<file path="src/rtl/time_set_if.sv">
// rtl/time_set_if.sv - counter-chain side bundle of the time-set front end
interface time_set_if #(
  parameter int DIGITS = 4
);
  logic [4*DIGITS-1:0] counter_value;
  logic                edit_active;
  logic [DIGITS-1:0]   digit_blink;
  logic [4*DIGITS-1:0] edit_value;
  logic                load;

  modport master (
    input  counter_value,
    output edit_active,
    output digit_blink,
    output edit_value,
    output load
  );

  modport slave (
    output counter_value,
    input  edit_active,
    input  digit_blink,
    input  edit_value,
    input  load
  );
endinterface

</file>
<file path="src/rtl/time_set_input.sv">
// rtl/time_set_input.sv - key debounce, auto-repeat and BCD digit-edit FSM
module time_set_input #(
  parameter int DIGITS          = 4,
  parameter int DEBOUNCE_CYCLES = 1000000,
  parameter int REPEAT_DELAY    = 25000000,
  parameter int REPEAT_PERIOD   = 10000000
) (
  input  logic        clock,
  input  logic        reset,
  input  logic        key_mode_n,
  input  logic        key_inc_n,
  time_set_if.master  bus
);

  localparam int DBW  = $clog2(DEBOUNCE_CYCLES + 1);
  localparam int RMAX = (REPEAT_DELAY > REPEAT_PERIOD) ? REPEAT_DELAY : REPEAT_PERIOD;
  localparam int HW   = $clog2(RMAX + 1);
  localparam int KW   = (DIGITS > 1) ? $clog2(DIGITS) : 1;
  localparam int VW   = 4 * DIGITS;

  typedef enum logic [1:0] {
    S_RUN,
    S_EDIT,
    S_COMMIT
  } state_t;

  // Key index 0 = mode, 1 = inc; all levels active-low, 1 = released.
  logic [1:0]     r_sync1;
  logic [1:0]     r_sync2;
  logic [1:0]     r_deb;
  logic [1:0]     r_press;
  logic [DBW-1:0] r_db_cnt [2];
  logic [1:0]     w_fall;

  logic [HW-1:0]  r_hold_cnt;
  logic           r_hold_on;
  logic           r_repeat;

  state_t         r_state;
  state_t         w_state_nxt;
  logic [KW-1:0]  r_k;
  logic [KW-1:0]  w_k_nxt;
  logic [VW-1:0]  r_value;
  logic [VW-1:0]  w_value_nxt;
  logic [DIGITS-1:0] r_blink;
  logic [DIGITS-1:0] w_blink_nxt;
  logic           r_active;
  logic           w_active_nxt;
  logic           r_load;
  logic           w_load_nxt;
  logic [3:0]     w_digit;

  // A debounced released->pressed transition happens on this edge.
  always_comb begin
    w_fall = '0;
    for (int i = 0; i < 2; i++) begin
      w_fall[i] = (r_sync2[i] != r_deb[i]) && !r_sync2[i] &&
                  (r_db_cnt[i] == DBW'(DEBOUNCE_CYCLES - 1));
    end
  end

  always_ff @(posedge clock or negedge reset) begin
    if (!reset) begin
      r_sync1 <= 2'b11;
      r_sync2 <= 2'b11;
      r_deb   <= 2'b11;
      r_press <= 2'b00;
      for (int i = 0; i < 2; i++) r_db_cnt[i] <= '0;
    end else begin
      r_sync1 <= {key_inc_n, key_mode_n};
      r_sync2 <= r_sync1;
      r_press <= w_fall;
      for (int i = 0; i < 2; i++) begin
        if (r_sync2[i] == r_deb[i]) begin
          r_db_cnt[i] <= '0;
        end else if (r_db_cnt[i] == DBW'(DEBOUNCE_CYCLES - 1)) begin
          r_deb[i]    <= r_sync2[i];
          r_db_cnt[i] <= '0;
        end else begin
          r_db_cnt[i] <= r_db_cnt[i] + 1'b1;
        end
      end
    end
  end

  // Countdown from the press event; reloads with the period after each repeat.
  always_ff @(posedge clock or negedge reset) begin
    if (!reset) begin
      r_hold_cnt <= '0;
      r_hold_on  <= 1'b0;
      r_repeat   <= 1'b0;
    end else begin
      r_repeat <= 1'b0;
      if (w_fall[1] && (r_state == S_EDIT)) begin
        r_hold_on  <= 1'b1;
        r_hold_cnt <= HW'(REPEAT_DELAY - 1);
      end else if ((r_state != S_EDIT) || r_deb[1]) begin
        r_hold_on  <= 1'b0;
        r_hold_cnt <= '0;
      end else if (r_hold_on) begin
        if (r_hold_cnt == '0) begin
          r_repeat   <= 1'b1;
          r_hold_cnt <= HW'(REPEAT_PERIOD - 1);
        end else begin
          r_hold_cnt <= r_hold_cnt - 1'b1;
        end
      end
    end
  end

  always_ff @(posedge clock or negedge reset) begin
    if (!reset) begin
      r_state  <= S_RUN;
      r_k      <= '0;
      r_value  <= '0;
      r_blink  <= '0;
      r_active <= 1'b0;
      r_load   <= 1'b0;
    end else begin
      r_state  <= w_state_nxt;
      r_k      <= w_k_nxt;
      r_value  <= w_value_nxt;
      r_blink  <= w_blink_nxt;
      r_active <= w_active_nxt;
      r_load   <= w_load_nxt;
    end
  end

  always_comb begin
    w_state_nxt  = r_state;
    w_k_nxt      = r_k;
    w_value_nxt  = r_value;
    w_blink_nxt  = r_blink;
    w_active_nxt = r_active;
    w_load_nxt   = 1'b0;
    w_digit      = 4'd0;
    case (r_state)
      S_RUN: begin
        w_active_nxt = 1'b0;
        w_blink_nxt  = '0;
        if (r_press[0]) begin
          w_state_nxt  = S_EDIT;
          w_value_nxt  = bus.counter_value;
          w_k_nxt      = KW'(DIGITS - 1);
          w_active_nxt = 1'b1;
          w_blink_nxt  = {1'b1, {(DIGITS-1){1'b0}}};
        end
      end
      S_EDIT: begin
        if (r_press[0]) begin
          if (r_k == '0) begin
            w_state_nxt = S_COMMIT;
            w_load_nxt  = 1'b1;
            w_blink_nxt = '0;
          end else begin
            w_k_nxt     = r_k - 1'b1;
            w_blink_nxt = r_blink >> 1;
          end
        end else if (r_press[1] || r_repeat) begin
          // Non-BCD snapshot digits (10..15) fall into the 9->0 wrap.
          for (int d = 0; d < DIGITS; d++) begin
            if (KW'(d) == r_k) begin
              w_digit = r_value[4*d +: 4];
              w_value_nxt[4*d +: 4] = (w_digit >= 4'd9) ? 4'd0 : w_digit + 4'd1;
            end
          end
        end
      end
      S_COMMIT: begin
        w_state_nxt  = S_RUN;
        w_active_nxt = 1'b0;
      end
      default: begin
        w_state_nxt  = S_RUN;
        w_active_nxt = 1'b0;
        w_blink_nxt  = '0;
      end
    endcase
  end

  assign bus.edit_active = r_active;
  assign bus.digit_blink = r_blink;
  assign bus.edit_value  = r_value;
  assign bus.load        = r_load;

endmodule
</file>
<file path="src/flat_wrapper.sv">
// flat-port wrapper written by rule: the top's interface ports become plain ports
module time_set_input_flat 
#(
  parameter int DIGITS          = 4,
  parameter int DEBOUNCE_CYCLES = 1000000,
  parameter int REPEAT_DELAY    = 25000000,
  parameter int REPEAT_PERIOD   = 10000000
)
  (clock, reset, key_mode_n, key_inc_n, bus_counter_value, bus_edit_active, bus_digit_blink, bus_edit_value, bus_load);
  time_set_if #(.DIGITS(DIGITS)) bus_i ();
  input  logic clock;
  input  logic reset;
  input  logic key_mode_n;
  input  logic key_inc_n;
  input wire logic [$bits(bus_i.counter_value)-1:0] bus_counter_value;
  output wire logic [$bits(bus_i.edit_active)-1:0] bus_edit_active;
  output wire logic [$bits(bus_i.digit_blink)-1:0] bus_digit_blink;
  output wire logic [$bits(bus_i.edit_value)-1:0] bus_edit_value;
  output wire logic [$bits(bus_i.load)-1:0] bus_load;
  assign bus_i.counter_value = bus_counter_value;
  assign bus_edit_active = bus_i.edit_active;
  assign bus_digit_blink = bus_i.digit_blink;
  assign bus_edit_value = bus_i.edit_value;
  assign bus_load = bus_i.load;
  time_set_input #(.DIGITS(DIGITS), .DEBOUNCE_CYCLES(DEBOUNCE_CYCLES), .REPEAT_DELAY(REPEAT_DELAY), .REPEAT_PERIOD(REPEAT_PERIOD)) u_core (.clock(clock), .reset(reset), .key_mode_n(key_mode_n), .key_inc_n(key_inc_n), .bus(bus_i));
endmodule
</file>
<file path="config.mk">
export PLATFORM = sky130hd
export DESIGN_NAME = time_set_input_flat
export DESIGN_NICKNAME = d
export VERILOG_FILES = /design/src/rtl/time_set_if.sv /design/src/rtl/time_set_input.sv /design/src/flat_wrapper.sv
export SDC_FILE = /design/constraint.sdc
export NUM_CORES = 1
export LEC_CHECK = 0
export ABC_AREA = 1
export CORE_MARGIN = 2
export CORE_UTILIZATION = 50
export CTS_BUF_LIST = sky130_fd_sc_hd__clkbuf_4 sky130_fd_sc_hd__clkbuf_8
export CTS_CLUSTER_DIAMETER = 200
export DETAILED_ROUTE_END_ITERATION = 6
export PLACE_DENSITY = 0.8
export SLEW_MARGIN = 20
export SYNTH_ARGS = -nofsm -noshare
export SYNTH_HDL_FRONTEND = slang
export SYNTH_SLANG_ARGS = --single-unit
</file>
<file path="constraint.sdc">
create_clock -name clock -period 3.1 [get_ports clock]
set_input_delay 0.62 -clock clock [delete_from_list [all_inputs] [get_ports clock]]
set_output_delay 0.62 -clock clock [all_outputs]
set_load 0.05 [all_outputs]
</file>
# After elaboration in Yosys (flattened, before gate mapping)
# Cells that the tools add are included.
[op_classes]
n_eq_ne = 21
order_cmp = 4
reduce_logical = 24
bitwise_logic = 3
n_addsub = 8
n_mux = 43
[ops]
columns = ["op", "n"]
rows = [
  ["25-bit 2-to-1 mux", 4],
  ["20-bit 2-to-1 mux", 4],
  ["16-bit 2-to-1 mux", 3],
  ["20-bit by 1-bit adder with 20-bit output, second input constant", 2],
  ["20-bit == test, second input constant", 2],
  ["4-bit 2-to-1 mux", 10],
  ["16-bit case mux with 2 select lines", 1],
  ["25-bit zero test", 1],
  ["25-bit by 1-bit subtractor with 25-bit output, second input constant", 1],
  ["5-bit AND reduction", 4],
  ["4-bit by 1-bit adder with 4-bit output, second input constant", 4],
  ["4-bit greater-or-equal comparator, second input constant", 4],
  ["2-bit != test, second input constant", 7],
  ["2-bit 2-to-1 mux", 6],
  ["4-bit case mux with 3 select lines", 1],
  ["1-bit 2-to-1 mux", 10],
  ["2-bit case mux with 2 select lines", 2],
  ["2-bit by 1-bit != test with 1-bit output, second input constant", 3],
  ["2-bit AND reduction", 3],
  ["1-bit logical AND", 5],
  ["2-bit == test, first input constant", 2],
  ["2-bit zero test", 2],
  ["4-bit AND reduction", 1],
  ["2-bit nonzero test", 2],
  ["other kinds (13)", 19],
]
[totals]
elab_cells = 122
inputBits = 20
regBits = 101
output_inout_bits = 22

# Logic depth before layout (Yosys ltp)
[logic_depth]
depth_word = 6
depth_mapped = 12
depth_no_buf = 12

# Least setup slack after synthesis
# OpenSTA, ideal clock, no wires.
[synth_path]
path_kind = "reg2reg"
from = "register u_core.r_value[9] (netlist: u_core.bus.edit_value[9])"
to = "register u_core.r_value[10] (netlist: u_core.bus.edit_value[10])"
t_required_ns = 3.022
path_buffers = 0
path_slack_ns = 1.343
period_less_slack_ns = 1.757
path_stages_with_launch = 7
arrival_time_ns = 1.679
path_cell_list = "dfrtp_1 > inv_1 > ha_1 > nor3b_1 > o21ai_0 > or2_2 > a21oi_1"
[synth_between]
elab_chain_cells = 6
word_cells_on_any_way = 7
classes_between = "add/sub (1); order compare (1); mux (5)"
[synth_lines]
columns = ["element", "line", "source"]
rows = [
  ["from (decl)", "time_set_input.sv:43", "logic [VW-1:0] r_value;"],
  ["from (signal assigned)", "time_set_input.sv:122", "r_value <= w_value_nxt;"],
  ["4-bit by 1-bit adder with 4-bit output / 4-bit greater-or-equal comparator (equally long branches)", "time_set_input.sv:164", "w_value_nxt[4*d +: 4] = (w_digit >= 4'd9) ? 4'd0 : w_digit + 4'd1;"],
  ["4-bit 2-to-1 mux *", "time_set_input.sv:164", ""],
  ["4-bit 2-to-1 mux *", "time_set_input.sv:162", "if (KW'(d) == r_k) begin"],
  ["16-bit 2-to-1 mux *", "time_set_input.sv:159", "end else if (r_press[1] || r_repeat) begin"],
  ["16-bit 2-to-1 mux *", "time_set_input.sv:150", "if (r_press[0]) begin"],
  ["16-bit case mux with 2 select lines *", "time_set_input.sv:137", "case (r_state)"],
]
# Mark *: on every way between the ends. The rest lies on a longest branch, timed or not. The select of a mux whose other input is x is not followed.
# A chain may end at the register's enable or synchronous reset.

# Final worst setup path
[layout_path]
from = "register u_core.r_value[0] (netlist: u_core.bus.edit_value[0])"
to = "output bus_edit_value[0]"
[layout_lines]
columns = ["element", "line", "source"]
rows = [
  ["to (decl)", "flat_wrapper.sv:18", "output wire logic [$bits(bus_i.edit_value)-1:0] bus_edit_value;"],
]
# No word-level cell between the ends.

==> flow_metrics.py <==
metrics = {
    "run_status": {
        "outcome": "finished with violations",
        "violations": "DRC",
    },
    "sta": {
        "rsz0062_at_grt": "no",
        "fin_skew_ns": 0.00874,
        "slew_viol_final": 0,
        "timing.final.crit_share_pct": 73.6,
        "tightest_slew_ns": 0.632,
        "setup_violations": 0,
        "min_period_ns": 2.28,
        "maxSlewHeadroom_pct": 57.8,
        "timing.setup.tns_ns": 0,
        "holdWs_ns": 0.252,
        "hold_viol_final": 0,
        "max_freq_ghz": 0.438,
    },
    "power_and_ir_drop": {
        "ir_worst_vdd_mv": 0.202,
        "p_leak_nw": 3.32,
        "power_density_nw_per_um2": 335,
    },
    "drt": {
        "wirelength_um": 11800,
        "dr.pass1.iters": 7,
        "num_vias": 4903,
        "wl_per_cell_um": 12.4,
        "detail_route.vias_per_cell": 5.17,
        "drtIter0Drc": 443,
        "drc": 2,
        "drtAntennaViolNets": 0,
    },
    "yosys": {
        "postSynthCellCount": 752,
        "synth_ff_type": "dfrtp_1",
        "syn_area_um2": 5780,
        "syn-num-nets": 793,
        "synth_edf_count": 0,
        "yosysSeqAreaShare_pct": 43.9,
        "synth.most_common_cell": "nand2_1",
        "ys_top_cells_by_count": "nand2_1, nor2_1, dfrtp_1, inv_1, nand3_1",
        "syn_avg_cell_area_um2": 7.68,
        "async_flop_share_pct": 100,
        "ys_types": 39,
        "yosys.area.top_type": "dfrtp_1",
        "ys_ff_latch": 101,
        "synth_top_cell_area_share_pct": 41.2,
        "yosysWarnings": 0,
        "synth.area.top_cells": "dfrtp_1, nand2_1, nor2_1",
    },
    "worst_setup_path": {
        "slowest_stage": "clkdlybuf4s50_1",
        "cpPeakStageDelay_ns": 0.84,
        "critPathKind": "reg2out",
        "path_buf_inv": 1,
        "crit_fanout": 6,
        "startpoint_type": "register",
        "cp_cell_sequence": "clkdlybuf4s50_1",
        "cp.arrival_ns": 1.66,
        "end_kind": "primary output",
        "cp.required_ns": 2.48,
        "cp_top_family": "buffers and inverters",
    },
    "final_layout": {
        "final_core_util_pct": 57.2,
        "num-nets-final": 842,
        "fin_area_um2": 6510,
        "stdcell_count": 949,
        "diodes": 0,
        "area_growth_pct": 12.6,
        "n_fill_cell": 1006,
        "drive_gt1_share_pct": 5.71,
    },
    "global_route": {
        "grt_antenna_before_repair": 0,
        "grt_pass1_vias": 4467,
        "grt_use_total_pct": 19.8,
        "grt_start_max_net_pins": 54,
        "grt_use_met3_pct": 4.46,
        "grt_util_met2_pct": 30.2,
        "grt_pass1_wl_um": 20400,
        "met1_usage_pct": 28.3,
        "busiest_layer": "met2",
        "gr-total-overflow": 0,
    },
    "clock_network": {
        "ctsLongestPathBuffers": 2,
        "cts_buffers": 9,
        "cts.repair.resized": 0,
        "cts_tree": "built",
        "clkSlewWorstSetupHoldPaths_ns": 0.10,
        "cts_root_buffer": "clkbuf_8",
        "cts.sinks": 101,
        "cts_setup_buffers": 0,
        "clock_latency_ns": 0.38,
        "hold_buffers": 0,
        "ctsHtreeMaxLevel": 3,
    },
    "floorplanning": {
        "num_rows": 39,
        "die_area_um2": 12400,
        "die_x_um": 111,
        "start_util_pct": 50.8,
        "fp.dieH_um": 111,
        "io-pin-count": 42,
        "placeableCoreArea_um2": 11400,
    },
    "place": {
        "dp_hpwl_um": 8600,
        "port_buffers": 41,
        "place_congestion": 1.00,
        "placed_area_um2": 6340,
        "dp_cells": 933,
    },
    "hold_path": {
        "hold_path_class": "in2async",
    },
    "job": {
        "maxCapViolCount": 0,
    },
}
[cell type report]
cell class	count	area (um^2)	area share, %
well taps	143	179	2.75
flip-flops and latches	101	2530	39.0
repair buffers	45	438	6.73
inverters	93	349	5.37
clock buffers	10	131	2.02
clock inverters	6	37.5	0.577
multi-input cells	551	2840	43.6
[path summary, 6_finish.rpt]
kind                                     startpoint               endpoint  slack, ns  cells after the start
max                        u_core.bus.edit_value[0]      bus_edit_value[0]       0.82                      1
min                                           reset    u_core.r_db_cnt[12]       0.25                      1
max reg2reg                      u_core.r_db_cnt[0]  u_core.r_hold_cnt[24]       1.22                      8
min reg2reg                       u_core.r_sync1[0]      u_core.r_sync2[0]       0.36                      0
max in group asynchronous                     reset   u_core.r_hold_cnt[0]       1.96                      2
min in group clock                u_core.r_sync1[0]      u_core.r_sync2[0]       0.36                      0
[cell usage in the layout (no fill, tap or decap), drive strengths merged, types with 3 or more instances in the layout]
master and count:
nor4 3, nand3 58, nand4 16, o2bb2ai 8, nand2 165, clkdlybuf4s50 40
xnor2 8, inv 93, nor3 14, dfrtp 95, clkbuf 10, dfstp 6
clkinv 6, a21oi 23, xor2 28, o21ai 43, nor3b 5, nor2 144
buf 5, o22ai 3, ha 21
[power breakdown]
| group | switching [mW] | leakage [nW] | internal (mW) |
|---|---|---|---|
| Sequential | 0.00566 | 1.30 | 1.33 |
| Combinational | 0.0490 | 1.93 | 0.0362 |
| Clock | 0.461 | 0.0936 | 0.300 |
[routing by layer]
layer	vias to the layer above	routed length (um)
li1	2506	-
met1	2209	5590
met2	170	5230
met3	18	756
met4	0	188
met5	-	0
[logic make-up after synthesis]
family          after synthesis  share of synthesized area (%)
compound gates               86                           8.38
xor+xnor                     36                           5.46
simple gates                408                           30.7
buf+inv                     100                           7.02
flops                       101                           43.9
fa+ha+maj                    21                           4.55
[flip-flops by register name, indices dropped and copies added, names as in the netlist]
signal	flops
u_core.bus.digit_blink	4
u_core.bus.edit_active	1
u_core.bus.edit_value	16
u_core.bus.load	1
u_core.r_db_cnt	40
u_core.r_deb	2
u_core.r_hold_cnt	25
u_core.r_hold_on	1
u_core.r_k	2
u_core.r_press	2
u_core.r_repeat	1
u_core.r_state	2
u_core.r_sync1	2
u_core.r_sync2	2
[per-stage QoR]
step / setup slack (ns) / power (mW)
after detailed placement: 1.21 / 1.45
final: 0.819 / 2.18
after CTS: 0.788 / 2.21
after global routing: 0.739 / 2.27
after floorplan: 1.34 / 1.39
after global placement: 1.23 / 1.45
Power figures use the tool's default switching activity.
